## config.mk

```make
export PLATFORM = sky130hd
export DESIGN_NAME = scarv_cop_perm_seq
export DESIGN_NICKNAME = d
export VERILOG_FILES = /design/src/rtl/scarv_cop_perm_seq.sv
export SDC_FILE = /design/constraint.sdc
export NUM_CORES = 1
export LEC_CHECK = 0
export ABC_AREA = 1
export CAP_MARGIN = 15
export CELL_PAD_IN_SITES_DETAIL_PLACEMENT = 0
export CELL_PAD_IN_SITES_GLOBAL_PLACEMENT = 1
export CORE_MARGIN = 2
export CORE_UTILIZATION = 38
export CTS_CLUSTER_DIAMETER = 120
export DETAILED_ROUTE_END_ITERATION = 8
export MAX_ROUTING_LAYER = met4
export PLACE_DENSITY = 0.9
export SLEW_MARGIN = 20
export SYNTH_ARGS = -nofsm -noshare
export SYNTH_HDL_FRONTEND = slang
export SYNTH_SLANG_ARGS = --single-unit
```

## constraint.sdc

```tcl
create_clock -name g_clk -period 3.5 [get_ports g_clk]
set_clock_uncertainty 0.15 [all_clocks]
set_input_delay 0.7 -clock g_clk [delete_from_list [all_inputs] [get_ports g_clk]]
set_output_delay 0.7 -clock g_clk [all_outputs]
set_load 0.05 [all_outputs]
```

## src/rtl/scarv_cop_perm_seq.sv

```systemverilog
// Sequential xc.pbit / xc.ipbit / xc.pbyte unit: one shared butterfly layer stepped per cycle.
// Optional build macro SCARV_COP_PERM_SKIP_EN steps only the layers enabled in cs.
module scarv_cop_perm_seq (
    input  logic        g_clk,
    input  logic        g_reset,
    input  logic        perm_ivalid,
    output logic        perm_idone,
    output logic        perm_busy,
    input  logic [31:0] perm_rs1,
    input  logic [31:0] perm_rs3,
    input  logic [31:0] id_imm,
    input  logic [15:0] id_subclass,
    output logic [3:0]  perm_cpr_rd_ben,
    output logic [31:0] perm_cpr_rd_wdata,
    output logic [1:0]  o_dbg_state
);
    // Handshake: perm_ivalid is held high from accept until perm_idone. Dropping it
    // during RUN aborts the operation. perm_idone is a single-cycle pulse.
    localparam int SC_BIT  = 0;
    localparam int SC_IBIT = 1;
    localparam int SC_BYTE = 2;

    typedef enum logic [1:0] {
        S_IDLE = 2'd0,
        S_RUN  = 2'd1,
        S_DONE = 2'd2
    } state_t;

    state_t      r_state;
    state_t      w_state_nxt;
    logic [2:0]  r_layer;
    logic [2:0]  w_layer_nxt;
    logic [31:0] r_acc;
    logic [31:0] r_mask;
    logic [4:0]  r_cs;
    logic        r_dir;
    logic        r_known;

    logic        w_accept;
    logic        w_is_byte;
    logic        w_is_ibit;
    logic        w_is_bit;
    logic [4:0]  w_dist;
    logic [31:0] w_bfly;
    logic [31:0] w_pbyte;
    logic [7:0]  w_rs1_byte [4];
    logic        w_res_en;
    logic        w_unused_bits;

    assign w_unused_bits = ^{id_imm[31:10], id_imm[1:0], id_subclass[15:3]};

    // Subclass priority when several bits are set: BYTE > IBIT > BIT.
    assign w_is_byte = id_subclass[SC_BYTE];
    assign w_is_ibit = !id_subclass[SC_BYTE] && id_subclass[SC_IBIT];
    assign w_is_bit  = !id_subclass[SC_BYTE] && !id_subclass[SC_IBIT] && id_subclass[SC_BIT];

    always_comb begin
        for (int i = 0; i < 4; i++) begin
            w_rs1_byte[i] = perm_rs1[8*i +: 8];
        end
    end

    assign w_pbyte = {w_rs1_byte[id_imm[3:2]], w_rs1_byte[id_imm[5:4]],
                      w_rs1_byte[id_imm[7:6]], w_rs1_byte[id_imm[9:8]]};

    // Inverse permutation walks the same layers with distances reversed.
    assign w_dist = r_dir ? (5'd1 << (3'd4 - r_layer)) : (5'd1 << r_layer);

    always_comb begin
        for (int j = 0; j < 32; j++) begin
            w_bfly[j] = (!r_cs[r_layer] || r_mask[j]) ? r_acc[j] : r_acc[5'(j) ^ w_dist];
        end
    end

`ifdef SCARV_COP_PERM_SKIP_EN
    logic       w_first_found;
    logic [2:0] w_first_layer;
    logic       w_next_found;
    logic [2:0] w_next_layer;

    // Descending scans so the lowest qualifying layer wins.
    always_comb begin
        w_first_found = 1'b0;
        w_first_layer = 3'd0;
        w_next_found  = 1'b0;
        w_next_layer  = 3'd0;
        for (int k = 4; k >= 0; k--) begin
            if (id_imm[5+k]) begin
                w_first_found = 1'b1;
                w_first_layer = 3'(k);
            end
            if ((3'(k) > r_layer) && r_cs[k]) begin
                w_next_found = 1'b1;
                w_next_layer = 3'(k);
            end
        end
    end
`endif

    always_comb begin
        w_state_nxt = r_state;
        w_layer_nxt = r_layer;
        w_accept    = 1'b0;
        case (r_state)
            S_IDLE: begin
                if (perm_ivalid) begin
                    w_accept = 1'b1;
                    if (w_is_bit || w_is_ibit) begin
`ifdef SCARV_COP_PERM_SKIP_EN
                        w_state_nxt = w_first_found ? S_RUN : S_DONE;
                        w_layer_nxt = w_first_layer;
`else
                        w_state_nxt = S_RUN;
                        w_layer_nxt = 3'd0;
`endif
                    end else begin
                        w_state_nxt = S_DONE;
                    end
                end
            end
            S_RUN: begin
                if (!perm_ivalid) begin
                    w_state_nxt = S_IDLE;
                    w_layer_nxt = 3'd0;
`ifdef SCARV_COP_PERM_SKIP_EN
                end else if (w_next_found) begin
                    w_layer_nxt = w_next_layer;
`else
                end else if (r_layer != 3'd4) begin
                    w_layer_nxt = r_layer + 3'd1;
`endif
                end else begin
                    w_state_nxt = S_DONE;
                    w_layer_nxt = 3'd0;
                end
            end
            S_DONE:  w_state_nxt = S_IDLE;
            default: w_state_nxt = S_IDLE;
        endcase
    end

    always_ff @(posedge g_clk) begin
        if (g_reset) begin
            r_state <= S_IDLE;
            r_layer <= 3'd0;
        end else begin
            r_state <= w_state_nxt;
            r_layer <= w_layer_nxt;
        end
    end

    always_ff @(posedge g_clk) begin
        if (g_reset) begin
            r_acc   <= 32'd0;
            r_mask  <= 32'd0;
            r_cs    <= 5'd0;
            r_dir   <= 1'b0;
            r_known <= 1'b0;
        end else if (w_accept) begin
            r_acc   <= w_is_byte ? w_pbyte : perm_rs3;
            r_mask  <= perm_rs1;
            r_cs    <= id_imm[9:5];
            r_dir   <= w_is_ibit;
            r_known <= w_is_byte || w_is_ibit || w_is_bit;
        end else if ((r_state == S_RUN) && perm_ivalid) begin
            r_acc <= w_bfly;
        end
    end

    assign w_res_en          = (r_state == S_DONE) && r_known;
    assign perm_idone        = (r_state == S_DONE);
    assign perm_busy         = (r_state != S_IDLE);
    assign perm_cpr_rd_ben   = w_res_en ? 4'hF : 4'h0;
    assign perm_cpr_rd_wdata = w_res_en ? r_acc : 32'd0;
    assign o_dbg_state       = r_state;

endmodule

```

==> results of run 1 <==
how the worst max path moves through the flow:
stage	start	end	slack (ns)	cells after the start
6_report	r_layer[0]	r_acc[26]	0.36	14
5_1_grt	r_layer[0]	r_acc[30]	0.09	14
4_1_cts	r_layer[0]	r_acc[22]	0.40	14
3_5_place_dp	r_layer[0]	r_acc[22]	0.41	14
3_3_place_gp	r_layer[0]	r_acc[30]	0.46	14
2_1_floorplan	o_dbg_state[1]	perm_cpr_rd_wdata[13]	0.04	5
cells in the mapped netlist (3+ instances only):
library cell,instances
a21oi_1,110
buf_1,12
buf_2,35
buf_4,11
clkbuf_1,44
dfxtp_1,76
ha_1,4
inv_1,57
inv_2,3
mux2i_1,24
nand2_1,295
nand3_1,256
nand4_1,65
nor2_1,152
nor2_2,3
o21ai_0,44
o21ai_1,3
o221ai_1,32
worst max-delay path, stage by stage (launching register included):
cell	delay (ns)
dfxtp_1	0.45
inv_1	0.16
ha_2	0.22
ha_1	0.28
nand2_2	0.10
buf_4	0.28
nand3_2	0.13
buf_12	0.25
nand2_1	0.08
nand3_1	0.17
nand3_1	0.18
nand3_1	0.11
nand3_1	0.11
nand3_1	0.11
a21oi_1	0.24
flip-flops by register name (all words and copies together), names as in the netlist:
signal,count
o_dbg_state,2
r_mask,32
r_known,1
r_layer,3
r_dir,1
r_acc,32
r_cs,5
layer usage:
metal / track usage (%) / wire length [microns] / vias up
met4: 11.6 / 1070 / 0
met3: 4.55 / 2710 / 65
met5: - / 0 / -
met2: 48.3 / 13500 / 504
li1: - / - / 4371
met1: 40.6 / 12500 / 4204
power groups by stage:
stage / registers (uW) / logic [uW] / clock network (uW)
after CTS: 997 / 1500 / 954
final: 999 / 1540 / 949
after detailed placement: 1020 / 1500 / 0
after global routing: 1010 / 1700 / 984
after floorplan: 1010 / 1040 / 0
after global placement: 1010 / 1480 / 0
layout make-up:
type                            instances  area [sq um]
Inverter                               62           233
Sequential cell                        76          1520
Timing Repair Buffer                  143          1310
Tap cell                              229           287
Clock inverter                          6          47.5
Multi-Input combinational cell       1000          4850
Fill cell                            1898          9600
Clock buffer                           10           239
through the flow:
stage	instances	hold WS (ns)	power (uW)	setup slack, ns
floorplan	1240	0.297	2040	0.0360
global placement	1510	0.307	2500	0.462
detailed placement	1510	0.312	2510	0.408
CTS	1526	0.321	3450	0.405
global route	1526	0.340	3700	0.0864
finish	1526	0.319	3490	0.358
layout by cell type (no fill, tap or decap), types with 44 or more instances in the layout:
| master | n |
|---|---|
| nor2_1 | 152 |
| nand3_1 | 256 |
| buf_4 | 59 |
| inv_1 | 57 |
| clkdlybuf4s50_1 | 80 |
| o21ai_0 | 44 |
| a21oi_1 | 110 |
| nand4_1 | 65 |
| nand2_1 | 294 |
| dfxtp_1 | 76 |
kinds of logic after synthesis:
group	after synthesis
buffers and inverters	164
DFF	76
AOI/OAI and AO/OA	194
adders and majority gates	4
muxes	24
and+or+nand+nor	778
==> metrics, run 1 <==
vias in the first global route 8341; Final #Nets 1411; CTS buffer count 9; router iterations before antenna repair 6; clk sinks 76; clk slew on worst S/H paths 0.07 ns; Max Transition Viols Final 0; Crit path arrival time about 3.3 ns; Pint 1960 uW; Power Density approximately 400 nW/um^2; RePlAce Congestion 0.999; compound-gate portion of the synthesized area 15.7%; TritonCTS clock tree built; clk_lat worst skew ~0.36 ns; Max Fclk between 0.3 and 0.4 GHz; Hold Path Stages 2; Hold-fix buffers, CTS 0; sequential area share after synthesis between 20% and 30%; ys async rst share 0%; die height about 140 microns; RSZ-0062 raised after global routing no; EDFF count, synth 0; Sw Pwr ~1500 uW; Max VDD drop roughly 0.26 mV; Core ar. 18100 sq um; register share of total power 28.7%; Worst Setup Start Kind flop; Final Hold Fails 0; FF-to-FF End r_acc[26]; HPWL after detailed placement roughly 21 mm; hold path endpoint r_mask[2]; top cell type by total area after synthesis dfxtp_1; via/cell ratio around 6; grt total ovfl 0; port buffer count around 120; R2R depth 14; Core Rows a little under 50; die area 19700 sq um; switching share of power a little over two fifths; Slew @ Worst Pin between 0.7 and 0.8 ns; R2R Path Start r_layer[0]; relative slew slack a little over half; Die Wd between 100 and 150 microns; largest family of logic cells by synthesized area simple AND/OR/NAND/NOR gates; post-synthesis cell area slightly above 7000 sq um; fraction of the mapped netlist area in simple logic gates 48.7%; gr usage total a little over 30%; flop2flop setup slack about 0.36 ns; top_reg_cell synth dfxtp_1; setup_tns 0 ns; endpoints failing setup 0; post-CTS sizing 0; CTS HTree Levels 3; initial antenna violation count 0; max_cap viols 0; layout cells sized above 1 7.17%; drt initial violations around 1200; top-area cell type share of the netlist area about 22%; largest net degree at the start of global routing between 60 and 70; CP Capture Type flop; post-route cell area between 8000 and 9000 sq um; Avg Cell Area, Syn between 5 and 6 sq um; XOR/XNOR share of the synthesized area 0%; Adder-Cell Fraction of Synth Area 0.708%; worst hold path type flop to flop; Area Growth Syn to Fin 20.1%; Synth cell types 29; final critical-path share of the clock period between 80% and 90%; post-synthesis cell count 1240; Comb pwr share around 44%; postcts setup bufs 0; post-route ant nets 0; Clock power frac about 27%; Routed WL per cell around 20 microns; synth top area cells dfxtp_1 22%, nand3_1 18%, nand2_1 16%; Total Routed Length about 30 mm; P_leak 0.00376 uW; Initial Utilization between 30% and 40%; IO Pins roughly 160; Yosys Warn Count 0; post-synth net total around 1400; fin crit period around 3.1 ns; clock tree root driver cell clkbuf_16; launch point of the worst hold path r_mask[2]; diodes inserted 0; Worst Path Required between 3 and 4 ns; crit-path max FO 64; status complete, no violations; Final Util 46.9%; FF+latch count, synth 76; drt drc 0; Area after DPL around 8200 sq um; WS Path Type flop to flop; via count roughly 9000; maximum clock path buffer count 2; mux cell area share after synthesis under 10%; first-pass GRT wire length roughly 46 mm
Note: power is estimated with default switching activity, not from simulation.
==> run 2: changes to the inputs <==
--- a/config.mk
+++ b/config.mk
@@ -9,7 +9,7 @@
 export CAP_MARGIN = 15
 export CELL_PAD_IN_SITES_DETAIL_PLACEMENT = 0
 export CELL_PAD_IN_SITES_GLOBAL_PLACEMENT = 1
-export CORE_MARGIN = 2
+export CORE_MARGIN = 4
 export CORE_UTILIZATION = 38
 export CTS_CLUSTER_DIAMETER = 120
 export DETAILED_ROUTE_END_ITERATION = 8
==> constraint.sdc (replaced) <==
create_clock -name g_clk -period 4.05 [get_ports g_clk]
set_clock_uncertainty 0.15 [all_clocks]
set_input_delay 0.81 -clock g_clk [delete_from_list [all_inputs] [get_ports g_clk]]
set_output_delay 0.81 -clock g_clk [all_outputs]
set_load 0.05 [all_outputs]
==> run 2 against run 1 <==
  * Sequential share of layout area shrank 0.15 points
  * Hold slack is essentially flat
  * Register-to-register slack gained 0.32 ns
==> metrics, run 2 (same netlist as run 1, synthesis figures left out) <==
Worst Path Required about 4.2 ns; clock tree root driver cell clkbuf_16; router iterations before antenna repair 6; maximum clock path buffer count 2; drt drc 0; crit-path max FO 48; grt total ovfl 0; commonest non-fill, non-tap cell in the layout nand2_1; die height 144 microns; layout cells sized above 1 under 10%; Total Routed Length between 20 and 30 mm; setup_tns 0 ns; Die Wd 144 microns; dpl ws approximately 0.74 ns; post-route cell area around 8600 sq um; Max VDD drop about 0.22 mV; final critical-path share of the clock period approximately 83%; RePlAce Congestion 0.950; worst hold path type flop to flop; Hold-fix buffers, CTS 0; TritonCTS clock tree built; Slew @ Worst Pin 1.09 ns; CP Capture Type flop; most frequent cells in the layout 294 x nand2_1, 256 x nand3_1, 152 x nor2_1, 116 x clkdlybuf4s50_1, 110 x a21oi_1; Initial Utilization 38.9%; drt initial violations ~1200; Core Rows 49; Max Fclk between 0.2 and 0.3 GHz; endpoints failing setup 0; port buffer count 117; clk slew on worst S/H paths roughly 0.060 ns; P_leak about 0.0037 uW; diodes inserted 0; clk sinks 76; Top Registers r_acc (32), r_mask (32), r_cs (5); Power Density between 300 and 400 nW/um^2; Worst Setup Start Kind flop; via count between 8000 and 9000; Routed WL per cell 18.9 microns; HPWL after detailed placement 20.7 mm; Min Hold Slack 0.319 ns; CTS buffer count 9; Final Hold Fails 0; IO Pins 155; gr usage total between 20% and 30%; Final Util roughly 47%; first-pass GRT wire length about 45 mm; RSZ-0062 raised after global routing no; clk_lat worst skew 0.36 ns; die area between 20000 and 25000 sq um; Area after DPL 8240 sq um; post-route ant nets 0; largest net degree at the start of global routing between 90 and 100; max_cap viols 0; Crit path arrival time roughly 3.5 ns; status complete, no violations; via/cell ratio between 5 and 6; relative slew slack a little over a quarter; initial antenna violation count 0; Final #Nets 1407; fin crit period between 3 and 4 ns; post-CTS sizing 0; Max Transition Viols Final 0; CTS HTree Levels 3; fin worst setup slack approximately 0.68 ns; Area Growth Syn to Fin 21.1%; postcts setup bufs 0; vias in the first global route between 8000 and 9000; Core ar. 18100 sq um; WS Path Type flop to flop
run 2: path summary, 6_finish.rpt:
check / from / end / slack (ns) / cells after the start
max: r_layer[0] / r_acc[5] / 0.68 / 13
min: r_mask[2] / r_mask[2] / 0.32 / 2
min reg2reg: r_mask[2] / r_mask[2] / 0.32 / 2
max reg2reg: r_layer[0] / r_acc[5] / 0.68 / 13
run 2: where the power goes:
part	switching, uW	total, uW	leakage [uW]	internal, uW
sequential	43.7	861	0.000627	818
clock	352	868	0.000153	516
combinational	867	1300	0.00290	438
run 2: routing by layer:
| layer | GRT usage [%] | up-vias | wire (microns) |
|---|---|---|---|
| li1 | - | 4361 | - |
| met5 | - | - | 0 |
| met4 | 13.3 | 0 | 1410 |
| met2 | 42.8 | 464 | 12900 |
| met1 | 36.4 | 4093 | 12000 |
| met3 | 4.79 | 63 | 2400 |
run 2: metrics by stage:
stage / total power (uW) / std cells
detailed placement: 2150 / 1506
CTS: 3020 / 1522
global route: 3230 / 1522
global placement: 2140 / 1506
floorplan: 1770 / 1240
finish: 3030 / 1522
run 2: critical path: stages (launching register included):
cell	delay [ns]
dfxtp_1	0.46
inv_1	0.17
ha_2	0.22
ha_1	0.28
nand2_2	0.33
nand3_2	0.39
buf_12	0.33
nand2_1	0.08
nand3_1	0.17
nand3_1	0.18
nand3_1	0.11
nand3_1	0.11
nand3_1	0.14
a21oi_1	0.15
run 2: final cells by class:
class                      count  area [sq um]
timing repair buffer         139          1360
fill                        1904          9590
inverter                      62           233
clock buffer                  12           256
sequential                    76          1520
clock inverter                 4          56.3
tap                          229           287
multi-input combinational   1000          4850
